$ cat config.mk
export PLATFORM = sky130hd
export DESIGN_NAME = crc_stream_arbiter_flat
export DESIGN_NICKNAME = d
export VERILOG_FILES = /design/src/rtl/crc_stream_arbiter_if.sv /design/src/rtl/crc_stream_arbiter.sv /design/src/flat_wrapper.sv
export SDC_FILE = /design/constraint.sdc
export NUM_CORES = 1
export LEC_CHECK = 0
export ABC_AREA = 0
export CAP_MARGIN = 25
export CORE_MARGIN = 2
export CORE_UTILIZATION = 41
export CTS_CLUSTER_DIAMETER = 30
export DETAILED_ROUTE_END_ITERATION = 8
export PLACE_DENSITY = 0.93
export SLEW_MARGIN = 20
export SYNTH_ARGS = -nofsm -noshare
export SYNTH_HDL_FRONTEND = slang
export SYNTH_SLANG_ARGS = --single-unit
$ cat constraint.sdc
create_clock -name clk -period 7.9 [get_ports clk]
set_input_delay 1.58 -clock clk [delete_from_list [all_inputs] [get_ports clk]]
set_output_delay 1.58 -clock clk [all_outputs]
set_load 0.01 [all_outputs]
$ cat src/rtl/crc_stream_arbiter_if.sv
// Bundle of the signals between NUM_REQ packet sources, the shared CRC-32
// generator and the checksum return path.
//   req_*          : per-requester Avalon-ST style beats (valid/sop/eop/empty/data) and ready
//   crc_* (to gen) : crc_datavalid/crc_sop/crc_eop/crc_empty/crc_data forwarded stream
//   crc_valid/crc_checksum : result coming back from the generator
//   res_valid/res_checksum : one-hot strobe and checksum steered to the owning requester
//   tag_err        : sticky flag, a result arrived with no outstanding packet
// Modport slave is taken by the arbiter, modport master by its environment.
interface crc_stream_arbiter_if #(
  parameter int NUM_REQ     = 4,
  parameter int DATA_WIDTH  = 32,
  parameter int EMPTY_WIDTH = 2
);
  logic [NUM_REQ-1:0]             req_valid;
  logic [NUM_REQ-1:0]             req_sop;
  logic [NUM_REQ-1:0]             req_eop;
  logic [NUM_REQ*EMPTY_WIDTH-1:0] req_empty;
  logic [NUM_REQ*DATA_WIDTH-1:0]  req_data;
  logic [NUM_REQ-1:0]             req_ready;
  logic                           crc_datavalid;
  logic                           crc_sop;
  logic                           crc_eop;
  logic [EMPTY_WIDTH-1:0]         crc_empty;
  logic [DATA_WIDTH-1:0]          crc_data;
  logic                           crc_valid;
  logic [31:0]                    crc_checksum;
  logic [NUM_REQ-1:0]             res_valid;
  logic [31:0]                    res_checksum;
  logic                           tag_err;

  modport slave (
    input  req_valid, req_sop, req_eop, req_empty, req_data, crc_valid, crc_checksum,
    output req_ready, crc_datavalid, crc_sop, crc_eop, crc_empty, crc_data,
           res_valid, res_checksum, tag_err
  );

  modport master (
    output req_valid, req_sop, req_eop, req_empty, req_data, crc_valid, crc_checksum,
    input  req_ready, crc_datavalid, crc_sop, crc_eop, crc_empty, crc_data,
           res_valid, res_checksum, tag_err
  );
endinterface

$ cat src/rtl/crc_stream_arbiter.sv
// Shares one CRC-32 generator between NUM_REQ packet sources.
// A whole packet is granted at a time (round robin over requesters presenting
// an SOP beat), its beats are forwarded to the generator through one register
// stage, and the owner's index is queued in an in-order tag FIFO so that each
// checksum coming back can be steered to the requester that sent the packet.
// Ports: clk, reset_n (synchronous, active low), bus (slave side of
// crc_stream_arbiter_if carrying request, generator and result signals).
module crc_stream_arbiter #(
  parameter int NUM_REQ     = 4,
  parameter int DATA_WIDTH  = 32,
  parameter int EMPTY_WIDTH = 2,
  parameter int TAG_DEPTH   = 4
) (
  input  logic                  clk,
  input  logic                  reset_n,
  crc_stream_arbiter_if.slave   bus
);
  localparam int IDW = $clog2(NUM_REQ);
  localparam int PW  = $clog2(TAG_DEPTH);

  typedef enum logic [0:0] {IDLE = 1'b0, BUSY = 1'b1} state_t;

  state_t                 state_r;
  logic [IDW-1:0]         grant_r;
  logic [IDW-1:0]         ptr_r;
  logic [NUM_REQ-1:0]     req_ready_r;
  logic                   crc_datavalid_r;
  logic                   crc_sop_r;
  logic                   crc_eop_r;
  logic [EMPTY_WIDTH-1:0] crc_empty_r;
  logic [DATA_WIDTH-1:0]  crc_data_r;

  logic [IDW-1:0]         tag_mem_r [TAG_DEPTH];
  logic [PW-1:0]          wr_ptr_r;
  logic [PW-1:0]          rd_ptr_r;
  logic [PW:0]            tag_cnt_r;
  logic [NUM_REQ-1:0]     res_valid_r;
  logic [31:0]            res_checksum_r;
  logic                   tag_err_r;

  logic                   accept_s;
  logic                   tag_push_s;
  logic                   tag_pop_s;
  logic                   can_grant_s;
  logic                   grant_hit_s;
  logic [IDW-1:0]         grant_idx_s;
  logic [IDW-1:0]         next_ptr_s;
  logic [IDW-1:0]         cand_idx_s;
  int                     cand_s;
  logic [EMPTY_WIDTH-1:0] sel_empty_s;
  logic [DATA_WIDTH-1:0]  sel_data_s;

  // req_ready_r is only ever one-hot on the owner while BUSY, so this is the owner's handshake.
  assign accept_s    = |(bus.req_valid & req_ready_r);
  assign tag_push_s  = accept_s & bus.req_eop[grant_r];
  assign tag_pop_s   = bus.crc_valid & (tag_cnt_r != {(PW+1){1'b0}});
  assign can_grant_s = tag_cnt_r < (PW+1)'(TAG_DEPTH);
  assign sel_empty_s = bus.req_empty[int'(grant_r)*EMPTY_WIDTH +: EMPTY_WIDTH];
  assign sel_data_s  = bus.req_data[int'(grant_r)*DATA_WIDTH +: DATA_WIDTH];
  assign next_ptr_s  = (grant_idx_s == IDW'(NUM_REQ-1)) ? {IDW{1'b0}} : grant_idx_s + IDW'(1'b1);

  // Round-robin search: first requester with a valid SOP at or after ptr_r, wrapping.
  always_comb begin
    grant_hit_s = 1'b0;
    grant_idx_s = {IDW{1'b0}};
    cand_s      = 0;
    cand_idx_s  = {IDW{1'b0}};
    for (int off = 0; off < NUM_REQ; off++) begin
      cand_s = int'(ptr_r) + off;
      if (cand_s >= NUM_REQ) begin
        cand_s = cand_s - NUM_REQ;
      end else begin
        cand_s = cand_s;
      end
      cand_idx_s = IDW'(cand_s);
      if (!grant_hit_s && bus.req_valid[cand_idx_s] && bus.req_sop[cand_idx_s]) begin
        grant_hit_s = 1'b1;
        grant_idx_s = cand_idx_s;
      end else begin
        grant_hit_s = grant_hit_s;
      end
    end
  end

  // Packet FSM with registered ready, plus the one-stage forwarding register to the generator.
  always_ff @(posedge clk) begin
    if (!reset_n) begin
      state_r         <= IDLE;
      grant_r         <= {IDW{1'b0}};
      ptr_r           <= {IDW{1'b0}};
      req_ready_r     <= {NUM_REQ{1'b0}};
      crc_datavalid_r <= 1'b0;
      crc_sop_r       <= 1'b0;
      crc_eop_r       <= 1'b0;
      crc_empty_r     <= {EMPTY_WIDTH{1'b0}};
      crc_data_r      <= {DATA_WIDTH{1'b0}};
    end else begin
      crc_datavalid_r <= accept_s;
      crc_sop_r       <= accept_s & bus.req_sop[grant_r];
      crc_eop_r       <= accept_s & bus.req_eop[grant_r];
      if (accept_s) begin
        crc_empty_r <= sel_empty_s;
        crc_data_r  <= sel_data_s;
      end
      case (state_r)
        IDLE: begin
          if (grant_hit_s && can_grant_s) begin
            state_r     <= BUSY;
            grant_r     <= grant_idx_s;
            ptr_r       <= next_ptr_s;
            req_ready_r <= NUM_REQ'(1'b1) << grant_idx_s;
          end
        end
        BUSY: begin
          // A mid-packet SOP is just forwarded; only EOP ends ownership.
          if (tag_push_s) begin
            state_r     <= IDLE;
            req_ready_r <= {NUM_REQ{1'b0}};
          end
        end
        default: begin
          state_r     <= IDLE;
          req_ready_r <= {NUM_REQ{1'b0}};
        end
      endcase
    end
  end

  // In-order tag FIFO of packet owners and the registered checksum return path.
  always_ff @(posedge clk) begin
    if (!reset_n) begin
      for (int i = 0; i < TAG_DEPTH; i++) begin
        tag_mem_r[i] <= {IDW{1'b0}};
      end
      wr_ptr_r       <= {PW{1'b0}};
      rd_ptr_r       <= {PW{1'b0}};
      tag_cnt_r      <= {(PW+1){1'b0}};
      res_valid_r    <= {NUM_REQ{1'b0}};
      res_checksum_r <= 32'h0000_0000;
      tag_err_r      <= 1'b0;
    end else begin
      if (tag_push_s) begin
        tag_mem_r[wr_ptr_r] <= grant_r;
        wr_ptr_r            <= wr_ptr_r + PW'(1'b1);
      end
      if (tag_pop_s) begin
        rd_ptr_r       <= rd_ptr_r + PW'(1'b1);
        res_valid_r    <= NUM_REQ'(1'b1) << tag_mem_r[rd_ptr_r];
        res_checksum_r <= bus.crc_checksum;
      end else begin
        res_valid_r    <= {NUM_REQ{1'b0}};
      end
      // A result with nothing outstanding is dropped and flagged until reset.
      if (bus.crc_valid && !tag_pop_s) begin
        tag_err_r <= 1'b1;
      end
      case ({tag_push_s, tag_pop_s})
        2'b10:   tag_cnt_r <= tag_cnt_r + (PW+1)'(1'b1);
        2'b01:   tag_cnt_r <= tag_cnt_r - (PW+1)'(1'b1);
        default: tag_cnt_r <= tag_cnt_r;
      endcase
    end
  end

  assign bus.req_ready     = req_ready_r;
  assign bus.crc_datavalid = crc_datavalid_r;
  assign bus.crc_sop       = crc_sop_r;
  assign bus.crc_eop       = crc_eop_r;
  assign bus.crc_empty     = crc_empty_r;
  assign bus.crc_data      = crc_data_r;
  assign bus.res_valid     = res_valid_r;
  assign bus.res_checksum  = res_checksum_r;
  assign bus.tag_err       = tag_err_r;
endmodule

$ cat src/flat_wrapper.sv
// flat-port wrapper written by rule: the top's interface ports become plain ports
module crc_stream_arbiter_flat 
#(
  parameter int NUM_REQ     = 4,
  parameter int DATA_WIDTH  = 32,
  parameter int EMPTY_WIDTH = 2,
  parameter int TAG_DEPTH   = 4
)
  (clk, reset_n, bus_req_valid, bus_req_sop, bus_req_eop, bus_req_empty, bus_req_data, bus_crc_valid, bus_crc_checksum, bus_req_ready, bus_crc_datavalid, bus_crc_sop, bus_crc_eop, bus_crc_empty, bus_crc_data, bus_res_valid, bus_res_checksum, bus_tag_err);
  crc_stream_arbiter_if #(.NUM_REQ(NUM_REQ), .DATA_WIDTH(DATA_WIDTH), .EMPTY_WIDTH(EMPTY_WIDTH)) bus_i ();
  input  logic clk;
  input  logic reset_n;
  input wire logic [$bits(bus_i.req_valid)-1:0] bus_req_valid;
  input wire logic [$bits(bus_i.req_sop)-1:0] bus_req_sop;
  input wire logic [$bits(bus_i.req_eop)-1:0] bus_req_eop;
  input wire logic [$bits(bus_i.req_empty)-1:0] bus_req_empty;
  input wire logic [$bits(bus_i.req_data)-1:0] bus_req_data;
  input wire logic [$bits(bus_i.crc_valid)-1:0] bus_crc_valid;
  input wire logic [$bits(bus_i.crc_checksum)-1:0] bus_crc_checksum;
  output wire logic [$bits(bus_i.req_ready)-1:0] bus_req_ready;
  output wire logic [$bits(bus_i.crc_datavalid)-1:0] bus_crc_datavalid;
  output wire logic [$bits(bus_i.crc_sop)-1:0] bus_crc_sop;
  output wire logic [$bits(bus_i.crc_eop)-1:0] bus_crc_eop;
  output wire logic [$bits(bus_i.crc_empty)-1:0] bus_crc_empty;
  output wire logic [$bits(bus_i.crc_data)-1:0] bus_crc_data;
  output wire logic [$bits(bus_i.res_valid)-1:0] bus_res_valid;
  output wire logic [$bits(bus_i.res_checksum)-1:0] bus_res_checksum;
  output wire logic [$bits(bus_i.tag_err)-1:0] bus_tag_err;
  assign bus_i.req_valid = bus_req_valid;
  assign bus_i.req_sop = bus_req_sop;
  assign bus_i.req_eop = bus_req_eop;
  assign bus_i.req_empty = bus_req_empty;
  assign bus_i.req_data = bus_req_data;
  assign bus_i.crc_valid = bus_crc_valid;
  assign bus_i.crc_checksum = bus_crc_checksum;
  assign bus_req_ready = bus_i.req_ready;
  assign bus_crc_datavalid = bus_i.crc_datavalid;
  assign bus_crc_sop = bus_i.crc_sop;
  assign bus_crc_eop = bus_i.crc_eop;
  assign bus_crc_empty = bus_i.crc_empty;
  assign bus_crc_data = bus_i.crc_data;
  assign bus_res_valid = bus_i.res_valid;
  assign bus_res_checksum = bus_i.res_checksum;
  assign bus_tag_err = bus_i.tag_err;
  crc_stream_arbiter #(.NUM_REQ(NUM_REQ), .DATA_WIDTH(DATA_WIDTH), .EMPTY_WIDTH(EMPTY_WIDTH), .TAG_DEPTH(TAG_DEPTH)) u_core (.clk(clk), .reset_n(reset_n), .bus(bus_i));
endmodule
==> run_results.csv <==
group,metric,value,unit
outcome,outcome,"complete, no violations",
detailed_routing,dr_total_vias,4533,
pwr,leakage,2.58,nW
timing,max_freq,242,MHz
cells_and_area,n_antenna_cell,0,
worst_setup_path,crit_required,8.20,ns
detailed_routing,vias_per_cell,5.22,
worst_setup_path,reg2reg_slack,4.83,ns
global_route,grt_max_degree,45,
place,place.gp.congestion,0.844,
timing,slew_headroom,32.4,%
synthesis,ys.flop_type,"dfxtp_1",
global_route,grt_pass1_wl,21900,um
synthesis,ys.warnings.count,0,
synthesis,avgSynthCellArea,9.50,um2
place,io_buffer_count,260,
place,preCtsSetupSlack,3.42,ns
global_route,grt-ovfl-total,0,
timing,setup_tns,0,ns
synthesis,synth_cell_types,38,
timing,worstMarginPinSlew,1.01,ns
clock_network,root_buffer,"clkbuf_8",
place,dp_hpwl,11700,um
cells_and_area,multi_input_area,0.00229,mm2
floorplanning,die_w,110,um
timing,maxSlewViolCount,0,
synthesis,synth.net_count,670,
timing,period_needed,4.14,ns
detailed_routing,drtIter0Drc,335,
cells_and_area,seqCellArea,0.00208,mm2
cells_and_area,fillers,791,
timing,rsz0062_at_grt,"no",
timing,skew,0.0134,ns
pwr,cellPowerDensity,194,mW/mm2
clock_network,post_cts_buffers,0,
clock_network,holdBufCountCts,0,
synthesis,synth_area,0.00457,mm2
detailed_routing,totalWireLength,14800,um
cells_and_area,fin_nets,912,
global_route,gr-usage-all-layers,23.7,%
clock_network,clock_latency,0.36,ns
timing,finalSetupViolations,0,
clock_network,cts_max_path_buffers,2,
cells_and_area,area_growth,62.8,%
floorplanning,num_rows,38,
floorplanning,die_y,110,um
pwr,share_comb_of_total_power,34.4,%
detailed_routing,wl_per_cell,17.1,um
worst_setup_path,start_kind,"primary input",
worst_setup_path,worstPathArrival,4.43,ns
cells_and_area,drive_above_1_share,9.34,%
timing,setup_ws,3.76,ns
synthesis,synthCells,481,
floorplanning,io_pins,261,
global_route,antenna_found_initial,0,
worst_setup_path,path_class,"primary input to register",
synthesis,ys_seq_area_share,45.6,%
pwr,pwr-share-seq,43.2,%
synthesis,synth-seq-cells,100,
pwr,p_switching,469,uW
detailed_routing,first_pass_iters,4,
timing,finalHoldViolCount,0,
detailed_routing,detail-route-antenna-nets,0,
pwr,sw_frac_of_total,32.4,%
hold_path,hold_class,"register to register",
clock_network,cts.sinks,100,
clock_network,cts.htree.levels,3,
global_route,grt_pass1_vias,4523,
clock_network,cts_resized,0,
synthesis,synth-edff-count,8,
worst_setup_path,crit_fanout,36,
timing,period_share,52.4,%
clock_network,path_clk_slew,0.11,ns
synthesis,async_flop_share,0,%
pwr,p_int,978,uW
floorplanning,core,0.0108,mm2
worst_setup_path,end_kind,"register",
detailed_routing,drc,0,
pwr,p_clk_share,22.3,%
floorplanning,initial_utilization,42.2,%
pwr,irDropWorstVdd,0.120,mV
job,maxCapViolations,0,
clock_network,cts_tree,"built",
floorplanning,dieArea,0.0120,mm2
clock_network,cts_buffers,9,
final timing paths:
check / start / to / cells past startpoint
worst max-delay path: bus_crc_valid / u_core.tag_cnt_r[2] / 10
worst min-delay path: u_core.bus.crc_data[12] / u_core.bus.crc_data[12] / 2
worst max register to register: u_core.grant_r[1] / u_core.tag_cnt_r[2] / 8
worst min register to register: u_core.bus.crc_data[12] / u_core.bus.crc_data[12] / 2
critical path: stages:
cell             delay (ns)
clkdlybuf4s50_1        0.48
nand2b_1               0.26
buf_6                  0.28
inv_2                  0.44
ha_1                   0.30
inv_1                  0.07
fa_1                   0.37
xor2_1                 0.16
or3_1                  0.31
a21oi_1                0.15
layout by cell type (no fill, tap or decap), types with 3 or more instances in the layout:
| cell type | instances |
|---|---|
| inv_1 | 10 |
| inv_8 | 3 |
| edfxtp_1 | 8 |
| o21ai_0 | 6 |
| nand2_1 | 149 |
| clkbuf_8 | 9 |
| nor2_1 | 19 |
| xor2_1 | 3 |
| mux4_2 | 37 |
| dfxtp_1 | 90 |
| ha_1 | 5 |
| nor3_1 | 3 |
| clkdlybuf4s50_1 | 260 |
| o31ai_1 | 6 |
| nand3_1 | 7 |
| a21oi_1 | 72 |
| a22oi_1 | 3 |
| buf_4 | 4 |
power groups by stage:
| stage | clock (mW) | sequential (mW) | combinational (mW) |
|---|---|---|---|
| floorplan | 0 | 0.647 | 0.233 |
| finish | 0.323 | 0.625 | 0.498 |
| global placement | 0 | 0.631 | 0.477 |
| global route | 0.350 | 0.632 | 0.542 |
| CTS | 0.332 | 0.625 | 0.500 |
| detailed placement | 0 | 0.637 | 0.498 |
registers in the layout (all words and copies together) (netlist names), named ones only:
signal and cells:
u_core.bus.crc_data 32, u_core.bus.res_checksum 32, u_core.tag_mem_r 8, u_core.bus.req_ready 4
u_core.bus.res_valid 4, u_core.tag_cnt_r 3, u_core.bus.crc_empty 2, u_core.grant_r 2
u_core.ptr_r 2, u_core.rd_ptr_r 2, u_core.wr_ptr_r 2, u_core.bus.crc_datavalid 1
u_core.bus.crc_eop 1, u_core.bus.crc_sop 1, u_core.bus.tag_err 1, u_core.state_r 1
area by class of cell:
| class | instances | share of cell area (%) |
|---|---|---|
| repair buffers | 265 | 35.5 |
| clock inverters | 7 | 1.01 |
| inverters | 12 | 0.605 |
| multi-input cells | 335 | 30.8 |
| flip-flops and latches | 100 | 28.0 |
| well taps | 140 | 2.35 |
| clock buffers | 9 | 1.66 |
cells by family (layout without fill, tap and decap cells):
logic type	Yosys count	count (layout)	share of synthesized area, %
xor+xnor	5	5	0.959
fa+ha+maj	6	6	1.81
buf+inv	46	293	4.24
flops	100	100	45.6
mux	40	40	19.2
compound gates	95	95	11.6
simple gates	189	189	16.6
layer usage:
metal	part of all wire, %	track usage (%)
met1	37	26.2
met2	52	44.0
met3	9.1	7.11
met4	1.7	6.33
met5	0	0
synthesized netlist by cell type (2+ instances only):
| cell | number | area, um2 |
|---|---|---|
| nand2_1 | 149 | 559 |
| dfxtp_1 | 92 | 1840 |
| a21oi_1 | 72 | 360 |
| mux4_2 | 37 | 833 |
| clkbuf_1 | 26 | 97.6 |
| nor2_1 | 19 | 71.3 |
| inv_1 | 10 | 37.5 |
| edfxtp_1 | 8 | 240 |
| nand3_1 | 7 | 35.0 |
| o21ai_0 | 6 | 30.0 |
| o31ai_1 | 6 | 45.0 |
| buf_2 | 5 | 25.0 |
| ha_1 | 5 | 62.6 |
| a22oi_1 | 3 | 22.5 |
| nor3_1 | 3 | 15.0 |
| xor2_1 | 3 | 26.3 |
| a21bo_2 | 2 | 20.0 |
| and3_1 | 2 | 12.5 |
| buf_6 | 2 | 22.5 |
| inv_2 | 2 | 7.51 |
| mux2i_1 | 2 | 20.0 |
| nor4_1 | 2 | 12.5 |
| or2_4 | 2 | 17.5 |
| xnor2_1 | 2 | 17.5 |
per-stage QoR:
stage | instances | area, um2 | util (%) | total power [mW] | hold WS, ns
global route | 868 | 7440 | 68.6 | 1.52 | 0.475
CTS | 868 | 7440 | 68.6 | 1.46 | 0.458
floorplan | 481 | 4570 | - | 0.880 | 0.476
finish | 868 | 7440 | 68.6 | 1.45 | 0.458
global placement | 851 | 7230 | 66.7 | 1.11 | 0.439
detailed placement | 852 | 7240 | 66.8 | 1.13 | 0.446
Power figures use the tool's default switching activity.
